==> config.mk <==
export PLATFORM = sky130hd
export DESIGN_NAME = pb_eoc_collector
export DESIGN_NICKNAME = d
export VERILOG_FILES = /design/src/rtl/pb_eoc_collector.sv
export SDC_FILE = /design/constraint.sdc
export NUM_CORES = 1
export LEC_CHECK = 0
export CAP_MARGIN = 20
export CELL_PAD_IN_SITES_DETAIL_PLACEMENT = 0
export CELL_PAD_IN_SITES_GLOBAL_PLACEMENT = 2
export CORE_AREA = 2 2 196 121
export CTS_CLUSTER_DIAMETER = 150
export DETAILED_ROUTE_END_ITERATION = 10
export DIE_AREA = 0 0 198 123
export GPL_TIMING_DRIVEN = 0
export PLACE_DENSITY_LB_ADDON = 0.1
export REMOVE_ABC_BUFFERS = 1
export SYNTH_ARGS = -nofsm -noshare
export SYNTH_HDL_FRONTEND = slang
export SYNTH_SLANG_ARGS = --single-unit
==> constraint.sdc <==
create_clock -name clk_i -period 3.8 [get_ports clk_i]
set_input_delay 0.95 -clock clk_i [delete_from_list [all_inputs] [get_ports clk_i]]
set_output_delay 0.95 -clock clk_i [all_outputs]
set_load 0.02 [all_outputs]
==> src/rtl/pb_eoc_collector.sv <==
// pb_eoc_collector: gathers end-of-computation reports from cores into one aggregated exit code
module pb_eoc_collector #(
  parameter int NumCores = 16,
  parameter int IdWidth = $clog2(NumCores)
) (
  input  logic                clk_i,
  input  logic                rst_ni,
  input  logic                arm_i,
  input  logic [NumCores-1:0] expected_mask_i,
  input  logic [31:0]         timeout_cycles_i,
  input  logic                eoc_valid_i,
  output logic                eoc_ready_o,
  input  logic [IdWidth-1:0]  eoc_core_id_i,
  input  logic [31:0]         eoc_data_i,
  output logic                busy_o,
  output logic                done_o,
  output logic [31:0]         exit_code_o,
  output logic                timeout_o,
  output logic [NumCores-1:0] done_mask_o,
  output logic                unexpected_o
);
  typedef enum logic [1:0] {IDLE, ARMED, DONE} state_t;
  state_t state_q, state_d;
  logic [NumCores-1:0] exp_q, mask_q, id_bit, mask_nxt;
  logic [31:0] limit_q, timer_q;
  logic [30:0] code_q;
  logic timeout_q, unexp_q, in_range, hit, fin, complete, expire;
  always_comb begin
    in_range = 32'(eoc_core_id_i) < 32'(NumCores);
    id_bit = in_range ? (NumCores'(1) << eoc_core_id_i) : '0;
    hit = state_q == ARMED && eoc_valid_i && !arm_i && |(id_bit & exp_q);
    fin = hit && eoc_data_i[0];
    mask_nxt = mask_q | (fin ? id_bit : '0);
    complete = (mask_nxt & exp_q) == exp_q;
    expire = limit_q != '0 && timer_q == limit_q;
    state_d = arm_i ? ARMED : (state_q == ARMED && (complete || expire)) ? DONE : state_q;
  end
  always_ff @(posedge clk_i or negedge rst_ni)
    if (!rst_ni) state_q <= IDLE;
    else state_q <= state_d;
  always_ff @(posedge clk_i or negedge rst_ni) begin
    if (!rst_ni) begin
      exp_q <= '0;
      mask_q <= '0;
      limit_q <= '0;
      timer_q <= '0;
      code_q <= '0;
      timeout_q <= 1'b0;
      unexp_q <= 1'b0;
    end else if (arm_i) begin
      exp_q <= expected_mask_i;
      limit_q <= timeout_cycles_i;
      mask_q <= '0;
      timer_q <= '0;
      code_q <= '0;
      timeout_q <= 1'b0;
      unexp_q <= 1'b0;
    end else begin
      if (eoc_valid_i && !hit) unexp_q <= 1'b1;
      if (state_q == ARMED) begin
        mask_q <= mask_nxt;
        timer_q <= hit ? '0 : timer_q + {31'b0, ~&timer_q};
        if (fin && code_q == '0) code_q <= eoc_data_i[31:1];
        // a completing report beats a timer expiring in the same cycle
        if (!complete && expire) timeout_q <= 1'b1;
      end
    end
  end
  always_comb begin
    eoc_ready_o = 1'b1;
    busy_o = state_q == ARMED;
    done_o = state_q == DONE;
    exit_code_o = done_o ? (timeout_q ? 32'hFFFF_FFFF : {code_q, 1'b1}) : 32'h0;
    timeout_o = timeout_q;
    done_mask_o = mask_q;
    unexpected_o = unexp_q;
  end
endmodule

**Yosys cells after proc, flatten, opt, wreduce, memory -nomap -nowiden**

Cells that the tools add are included.

- Flip-flop bits (word level): 131
- Output and inout bits: 53
- Word-level logic and storage cells: 60

- Reduce and logical (&&, ||, !) cells: 25
- Equal/unequal tests: 4
- Muxes and demuxes: 18
- Shift operators: 1
- Bitwise gates (word level): 3
- Add/sub/neg operators: 1

Operator list:

| kind | count |
|---|---|
| 32-bit 2-to-1 mux | 5 |
| 31-bit 2-to-1 mux | 3 |
| 16-bit 2-to-1 mux | 3 |
| 32-bit by 1-bit adder with 32-bit output | 1 |
| 16-bit AND | 2 |
| 32-bit equality test | 1 |
| 32-bit AND reduction | 1 |
| 32-bit nonzero test | 1 |
| 31-bit zero test | 1 |
| 16-bit equality test | 1 |
| 16-bit OR | 1 |
| 16-bit OR reduction | 1 |
| 1-bit by 4-bit left shift with 16-bit output (first input constant) | 1 |
| 2-bit nonzero test | 5 |
| 1-bit logical AND | 9 |
| 1-bit 2-to-1 mux | 5 |
| 1-bit zero test | 4 |
| 2-bit 2-to-1 mux | 2 |
| 2-bit AND reduction | 2 |
| 2-bit by 1-bit equality test with 1-bit output (second input constant) | 1 |
| 2-bit equality test (second input constant) | 1 |
| 1-bit logical OR | 1 |

**Longest topological paths before layout**

Gate-level depths: netlist (run 1).

- Depth in word-level cells: 14
- Mapped depth: 15
- Gate-level depth less buffers: 14

**Worst setup path before layout (run 1)**

OpenSTA, ideal clock, no wires.

- Path type: register -> register
- From: register timer_q[18]
- To: register timer_q[30]
- Cell stages (with the launch flop): 13
- Slack: 822 ps
- Required time: 3,718 ps
- Buffers on the path: 1
- Arrival time: 2,896 ps
- Clock period less this slack: 2,978 ps
- Cell sequence: dfrtp_1 -> clkbuf_1 -> nand4_1 -> or4_1 -> or4_1 -> ha_1 -> ha_1 -> nand3_1 -> nor4_4 -> nand2_1 -> nor2_1 -> a21o_1 -> a31oi_1

- Cells in the longest elaborated chain, start to end: 6

RTL lines:

| item | RTL line | RTL |
|---|---|---|
| from (decl) | 25 | `logic [31:0] limit_q, timer_q;` |
| from (signal assigned) | 62 | `timer_q <= hit ? '0 : timer_q + {31'b0, ~&timer_q};` |
| 32-bit AND reduction | 62 |  |
| 1-bit zero test | 62 |  |
| 32-bit by 1-bit adder with 32-bit output (*) | 62 |  |
| 32-bit 2-to-1 mux (*) | 62 |  |
| 32-bit 2-to-1 mux (*) | 60 | `if (state_q == ARMED) begin` |
| 32-bit 2-to-1 mux (*) | 50 | `end else if (arm_i) begin` |

Every way passes the cells marked *; elsewhere a longest branch is shown, timed or not. The select of a mux whose other input is x is not followed.
A chain may end at the register's enable or synchronous reset.

**Worst setup path after layout (run 1)**

- From: input port eoc_core_id_i[1]
- To: register timer_q[16]

- Cells in the longest elaborated chain, start to end: 7

RTL lines:

| item | RTL line | RTL |
|---|---|---|
| from (decl) | 13 | `input logic [IdWidth-1:0] eoc_core_id_i,` |
| 1-bit by 4-bit left shift with 16-bit output | 30 | `id_bit = in_range ? (NumCores'(1) << eoc_core_id_i) : '0;` |
| 16-bit AND | 31 | `hit = state_q == ARMED && eoc_valid_i && !arm_i && \|(id_bit & exp_q);` |
| 16-bit OR reduction | 31 |  |
| 1-bit logical AND | 31 |  |
| 32-bit 2-to-1 mux | 62 |  |
| 32-bit 2-to-1 mux | 60 |  |
| 32-bit 2-to-1 mux | 50 |  |

No other way between the ends. The select of a mux whose other input is x is not followed.

==> metrics.md, run 1 <==
| Metric | Value |
|---|---|
| Status | completed |
| Flop pwr share | 0.437 |
| Hold WS | 0.515 ns |
| Via count | 5969 |
| Kind of critical path | in2reg |
| Critical Path End Type | flop |
| Synth warnings | 0 |
| Worst path buffer plus inverter count | 2 |
| RePlAce Congestion | 0.796 |
| Top cells by count, synth | dfrtp_1, nor2_1, inv_1 |
| Rel. slew slack | 0.412 |
| Setup Fix Bufs, Post-CTS | 0 |
| Total Wirelength | 21.3 mm |
| Mapped cell area | 0.00712 sq mm |
| Fill cells | 2229 |
| Initial antenna violation count | 0 |
| Clock share of power | 0.418 |
| CTS Sinks | 131 |
| Row Count | 43 |
| Final setup vio count | 0 |
| Post-cts sizing count | 0 |
| MaxCap Viol Count | 0 |
| PortBufs | 139 |
| CP Max Fanout | 24 |
| Fraction of layout cells with a size suffix above 1 | 0.136 |
| Worst Path Required | 4.13 ns |
| Drt via density | 4.98 |
| Clk root buf | clkbuf_16 |
| Non-Filler Instances | 1199 |
| Cells after DPL | 1165 |
| P_int | 2.64 mW |
| I/O pin total | 141 |
| Synth area leader | dfrtp_1 |
| Top area cells in the synthesized netlist | dfrtp_1, mux2_2, nor2_1, xor2_1, inv_1 |
| Core area | 0.0227 sq mm |
| Ys async rst share | 1.00 |
| R2R setup slack | 0.30 ns |
| H-tree depth | 4 |
| RR Startpoint | timer_q[12] |
| Post-synth top area share | 0.460 |
| Min-Delay Path Class | in2async |
| Reg2reg path depth | 12 |
| DP HPWL | 15.3 mm |
| Worst skew pair latency | 0.43 ns |
| Hold Buf Count CTS | 0 |
| Fin. Hold Viols | 0 |
| Wire per inst | 17.7 um |
| Post-route minimum period | 3.53 ns |
| Area Overhead vs Synth | 31.2% |
| Worst r2r dst | timer_q[30] |
| Slew Limit Fails | 0 |
| FMAX | 0.284 GHz |
| Register area | 0.00328 sq mm |
| Slew @ Worst Pin | 0.882 ns |
| Comb pwr share | 0.145 |
| Drt first pass iters | 5 |
| Switching Fraction | 0.268 |
| Crit-path cells | clkdlybuf4s50_1 > nand2b_1 > nor3_1 > a311oi_2 > a31oi_2 > nor3_4 > buf_16 > a41oi_1 > a31oi_1 |
| Top-count cell post-synth | dfrtp_1 |
| Lkg Pwr | 3.66 nW |
| Top Family by Delay on Critical Path | buffers and inverters |
| First-pass GRT wire length | 33.7 mm |
| Final net count | 963 |
| Final worst path period share | 0.928 |
| Power Dens Cells | 386 mW/mm^2 |
| Most used DFF post-synth | dfrtp_1 |
| Multi-input logic area | 0.00335 sq mm |
| Netlist cell types | 66 |
| CP peak stage delay | 0.84 ns |
| Total GRT Usage | 0.183 |
| Initial Utilization | 0.314 |
| Crit path depth | 9 |
| EDFF count, synth | 0 |
| Chip Width | 198 um |
| CTS tree | built |
| Worst setup endpoint | timer_q[16] |
| Avg Inst Size Synth | 9.47 sq um |
| Largest net degree at the start of global routing | 77 |
| VDD IR max | 0.304 mV |
| Setup Skew | 0.00890 ns |
| CP arrival | 3.86 ns |
| Die height | 123 um |
| Worst Setup SP | eoc_core_id_i[1] |
| Max Buffers Root-to-Sink | 2 |
| Crit path launch type | input port |
| Post-Synthesis Cells | 752 |
| RSZ-0062 raised after global routing | no |
| N_diodes | 0 |
| #FFs+latches synth | 131 |
| Total grt overflow | 0 |
| Post-synthesis sequential area ratio | 0.460 |
| Psw | 0.967 mW |
| Crit-path slowest cell | clkdlybuf4s50_1 |
| Clock slew at reported path FFs | 0.05 ns |
| Vias in the first global route | 5883 |
| 1st-iter DRT viols | 344 |
| Antenna-violating nets left | 0 |
| DRC viols | 0 |
| CTS buffer count | 17 |
| Die Footprint | 0.0244 sq mm |
power by group through the flow:
| stage | clock network (mW) | registers, mW | logic (mW) |
|---|---|---|---|
| 2_1_floorplan | 0 | 1.57 | 0.271 |
| 3_3_place_gp | 0 | 1.60 | 0.508 |
| 3_5_place_dp | 0 | 1.60 | 0.523 |
| 4_1_cts | 1.56 | 1.58 | 0.527 |
| 5_1_grt | 1.62 | 1.59 | 0.581 |
| 6_report | 1.51 | 1.58 | 0.524 |
worst reg2reg max path, stage by stage (launching register included):
cell and delay, ns:
dfrtp_1 0.45, and3_1 0.30, nand4_1 0.18, or4_1 0.53, or4_1 0.44, ha_1 0.24, ha_1 0.21, nand3_1 0.22
nor4_4 0.11, nand2_1 0.23, nor2_1 0.13, a21o_1 0.20, a31oi_1 0.16
layer usage:
| layer | routed length [um] | track usage | vias up |
|---|---|---|---|
| li1 | - | - | 2870 |
| met1 | 11500 | 0.288 | 2911 |
| met2 | 8260 | 0.242 | 167 |
| met3 | 1300 | 0.0434 | 21 |
| met4 | 246 | 0.0559 | 0 |
| met5 | 0 | 0 | - |
metrics by stage:
stage	setup TNS [ns]	power (mW)	utilization	instance area (sq um)	setup WS [ns]
2_1_floorplan	0	1.84	-	6850	0.573
4_1_cts	0	3.66	0.411	9310	0.00258
6_report	0	3.61	0.412	9340	0.273
3_3_place_gp	-826.79	2.11	0.381	8640	-3.94
5_1_grt	0	3.80	0.412	9340	0.0732
3_5_place_dp	-17.60	2.13	0.388	8790	-0.413
registers in the layout (all words and copies together), names as in the netlist:
register	count
unexpected_o	1
limit_q	32
state_q	2
timeout_o	1
timer_q	32
code_q	31
done_mask_o	16
exp_q	16
layout make-up:
cell class / count / share of cell area
Multi-Input combinational cell: 512 / 0.358
Clock buffer: 24 / 0.0494
Timing Repair Buffer: 150 / 0.169
Inverter: 61 / 0.0245
Clock inverter: 6 / 0.00616
Tap cell: 315 / 0.0422
Sequential cell: 131 / 0.351
how the worst min path moves through the flow:
| stage | startpoint | endpoint | slack [ns] |
|---|---|---|---|
| final | rst_ni | limit_q[31] | 0.52 |
| after global routing | exp_q[13] | exp_q[13] | 0.55 |
| after CTS | unexpected_o | unexpected_o | 0.52 |
| after detailed placement | unexpected_o | unexpected_o | 0.50 |
| after global placement | unexpected_o | unexpected_o | 0.48 |
| after floorplan | timer_q[14] | timer_q[14] | 0.49 |
cell usage in the layout, fill, tap and decap left out, types with 9 or more instances in the layout:
cell type        instances
clkdlybuf4s50_1        137
dfrtp_1                131
nor2_1                  89
inv_1                   61
nand2_1                 50
mux2_2                  47
xor2_1                  31
o21ai_0                 30
nor4_1                  26
a21oi_1                 24
nand3_1                 21
nor3_1                  17
clkbuf_16               17
nor2b_1                 14
a31oi_1                 13
o32ai_1                 13
nand4_1                 12
o21ai_1                 10
o21ai_2                 10
nand2_2                  9
cells by family after synthesis:
group / Yosys count / synth area share
compound gates: 144 / 0.140
xor+xnor: 32 / 0.0394
fa+ha+maj: 2 / 0.00351
buf+inv: 109 / 0.0699
flops: 131 / 0.460
mux: 55 / 0.0856
other cells: 1 / 0.000527
simple gates: 278 / 0.201
No activity file was read; power rests on OpenSTA's default activity.
==> inputs of run 2 (changes only) <==
--- a/config.mk
+++ b/config.mk
@@ -8,10 +8,10 @@
 export CAP_MARGIN = 20
 export CELL_PAD_IN_SITES_DETAIL_PLACEMENT = 0
 export CELL_PAD_IN_SITES_GLOBAL_PLACEMENT = 2
-export CORE_AREA = 2 2 196 121
+export CORE_AREA = 2 2 206 127
 export CTS_CLUSTER_DIAMETER = 150
 export DETAILED_ROUTE_END_ITERATION = 10
-export DIE_AREA = 0 0 198 123
+export DIE_AREA = 0 0 208 129
 export GPL_TIMING_DRIVEN = 0
 export PLACE_DENSITY_LB_ADDON = 0.1
 export REMOVE_ABC_BUFFERS = 1
==> constraint.sdc (replaced) <==
create_clock -name clk_i -period 3.24 [get_ports clk_i]
set_input_delay 0.81 -clock clk_i [delete_from_list [all_inputs] [get_ports clk_i]]
set_output_delay 0.81 -clock clk_i [all_outputs]
set_load 0.02 [all_outputs]
==> metrics.md, run 2 (synthesized netlist as in run 1, its figures left out) <==
| Metric | Value |
|---|---|
| Via count | 6006 |
| Clk root buf | clkbuf_16 |
| Most common cell after layout, fill and taps aside | clkdlybuf4s50_1 |
| MaxCap Viol Count | 0 |
| 1st-iter DRT viols | 465 |
| Comb pwr share | 0.137 |
| Status | completed |
| Critical Path End Type | flop |
| Post-layout util | 0.388 |
| Most frequent cells in the layout | clkdlybuf4s50_1, dfrtp_1, nor2_1 |
| Final setup vio count | 0 |
| Slew @ Worst Pin | 0.865 ns |
| Initial antenna violation count | 0 |
| Chip Width | 208 um |
| Crit path launch type | flop |
| FMAX | 0.322 GHz |
| Clock share of power | 0.458 |
| Worst path buffer plus inverter count | 0 |
| Fin. Hold Viols | 0 |
| Crit-path slowest cell | or4_1 |
| N_diodes | 0 |
| Non-Filler Instances | 1230 |
| Setup TNS | 0 ns |
| Total GRT Usage | 0.168 |
| Die Footprint | 0.0268 sq mm |
| H-tree depth | 4 |
| Slew Limit Fails | 0 |
| Post-route minimum period | 3.11 ns |
| Max Buffers Root-to-Sink | 2 |
| DP HPWL | 16.0 mm |
| Switching Fraction | 0.264 |
| Final worst path period share | 0.959 |
| Vias in the first global route | 5963 |
| Row Count | 45 |
| Initial Utilization | 0.286 |
| Largest net degree at the start of global routing | 80 |
| RePlAce Congestion | 0.796 |
| Area Overhead vs Synth | 35.6% |
| P_int | 3.37 mW |
| CP arrival | 3.44 ns |
| Crit-path cells | and3_4 > nand4_1 > or4_1 > or4_1 > ha_2 > ha_1 > nand3_4 > nor4_4 > nand2_2 > nor2_1 > a21o_1 > a31oi_1 |
| CTS buffer count | 17 |
| Worst Path Required | 3.57 ns |
| PortBufs | 139 |
| CTS Sinks | 131 |
| CTS tree | built |
| Fraction of layout cells with a size suffix above 1 | 0.178 |
| Die height | 129 um |
| Min-Delay Path Class | in2async |
| Drt via density | 4.88 |
| DRC viols | 0 |
| Total grt overflow | 0 |
| Wire per inst | 18.2 um |
| Cells after DPL | 1179 |
| Setup Skew | 0.00814 ns |
| Top Family by Delay on Critical Path | simple AND/OR/NAND/NOR gates |
| Kind of critical path | reg2reg |
| Clock slew at reported path FFs | 0.06 ns |
| Total power | 4.58 mW |
| Lkg Pwr | 3.80 nW |
| CP peak stage delay | 0.54 ns |
| Total Wirelength | 22.4 mm |
| Worst skew pair latency | 0.43 ns |
| Drt first pass iters | 6 |
| First-pass GRT wire length | 34.7 mm |
| I/O pin total | 141 |
| Antenna-violating nets left | 0 |
| Flop pwr share | 0.405 |
| VDD IR max | 0.354 mV |
| Final net count | 978 |
| CP Max Fanout | 5 |
| Largest registers | limit_q: 32 flops, timer_q: 32 flops, code_q: 31 flops |
| Core area | 0.0249 sq mm |
| Power Dens Cells | 474 mW/mm^2 |
| Rel. slew slack | 0.423 |
| Worst path most repeated cell | or4_1 |
| Psw | 1.21 mW |
## run 2: timing repair
action	CTS	global route
endpoints found under the setup margin	76	29
gates cloned	0	1
buffers inserted	6	11
gates resized for setup	10	15
pin swaps	3	4
hold buffers	0	0
## run 2: power by group through the flow
| stage | clock network (mW) | logic (mW) | registers [mW] |
|---|---|---|---|
| 6_report | 2.10 | 0.629 | 1.85 |
| 2_1_floorplan | 0 | 0.318 | 1.84 |
| 5_1_grt | 2.22 | 0.695 | 1.87 |
| 3_3_place_gp | 0 | 0.601 | 1.88 |
| 3_5_place_dp | 0 | 0.614 | 1.88 |
| 4_1_cts | 2.15 | 0.629 | 1.85 |
## run 2: cell type report
| type | count | area (sq um) |
|---|---|---|
| Clock buffer | 19 | 453 |
| Clock inverter | 13 | 181 |
| Fill cell | 2490 | 15200 |
| Inverter | 61 | 229 |
| Multi-Input combinational cell | 513 | 3410 |
| Sequential cell | 131 | 3280 |
| Tap cell | 329 | 412 |
| Timing Repair Buffer | 164 | 1690 |
## run 2: path summary, 6_finish.rpt
check / start / to / slack [ns] / depth (start not counted)
max: timer_q[13] / timer_q[30] / 0.13 / 12
min: rst_ni / limit_q[30] / 0.36 / 1
min reg2reg: unexpected_o / unexpected_o / 0.51 / 2
min in group clk_i: unexpected_o / unexpected_o / 0.51 / 2
max reg2reg: timer_q[13] / timer_q[30] / 0.13 / 12
max in group asynchronous: rst_ni / code_q[21] / 2.08 / 2
## run 2: metal layers
| layer | track usage | up-vias | routed length, um |
|---|---|---|---|
| met5 | 0 | - | 0 |
| met4 | 0.0396 | 0 | 213 |
| met3 | 0.0452 | 18 | 1100 |
| met2 | 0.224 | 121 | 8990 |
| met1 | 0.264 | 2952 | 12100 |
| li1 | - | 2915 | - |
## run 2: metrics by stage
step           hold WS (ns)  worst slack [ns]  instance area, sq um
2_1_floorplan         0.485             0.153                  6850
3_3_place_gp          0.486             -4.47                  8660
3_5_place_dp          0.501            -0.928                  8810
4_1_cts               0.376           0.00312                  9520
5_1_grt               0.398           -0.0290                  9660
6_report              0.358             0.132                  9660
## run 2: worst reg2reg max path, stage by stage (launching register included)
cell and delay, ns:
dfrtp_2 0.40, and3_4 0.22, nand4_1 0.16, or4_1 0.54
or4_1 0.43, ha_2 0.21, ha_1 0.23, nand3_4 0.14
nor4_4 0.07, nand2_2 0.15, nor2_1 0.11, a21o_1 0.19
a31oi_1 0.17
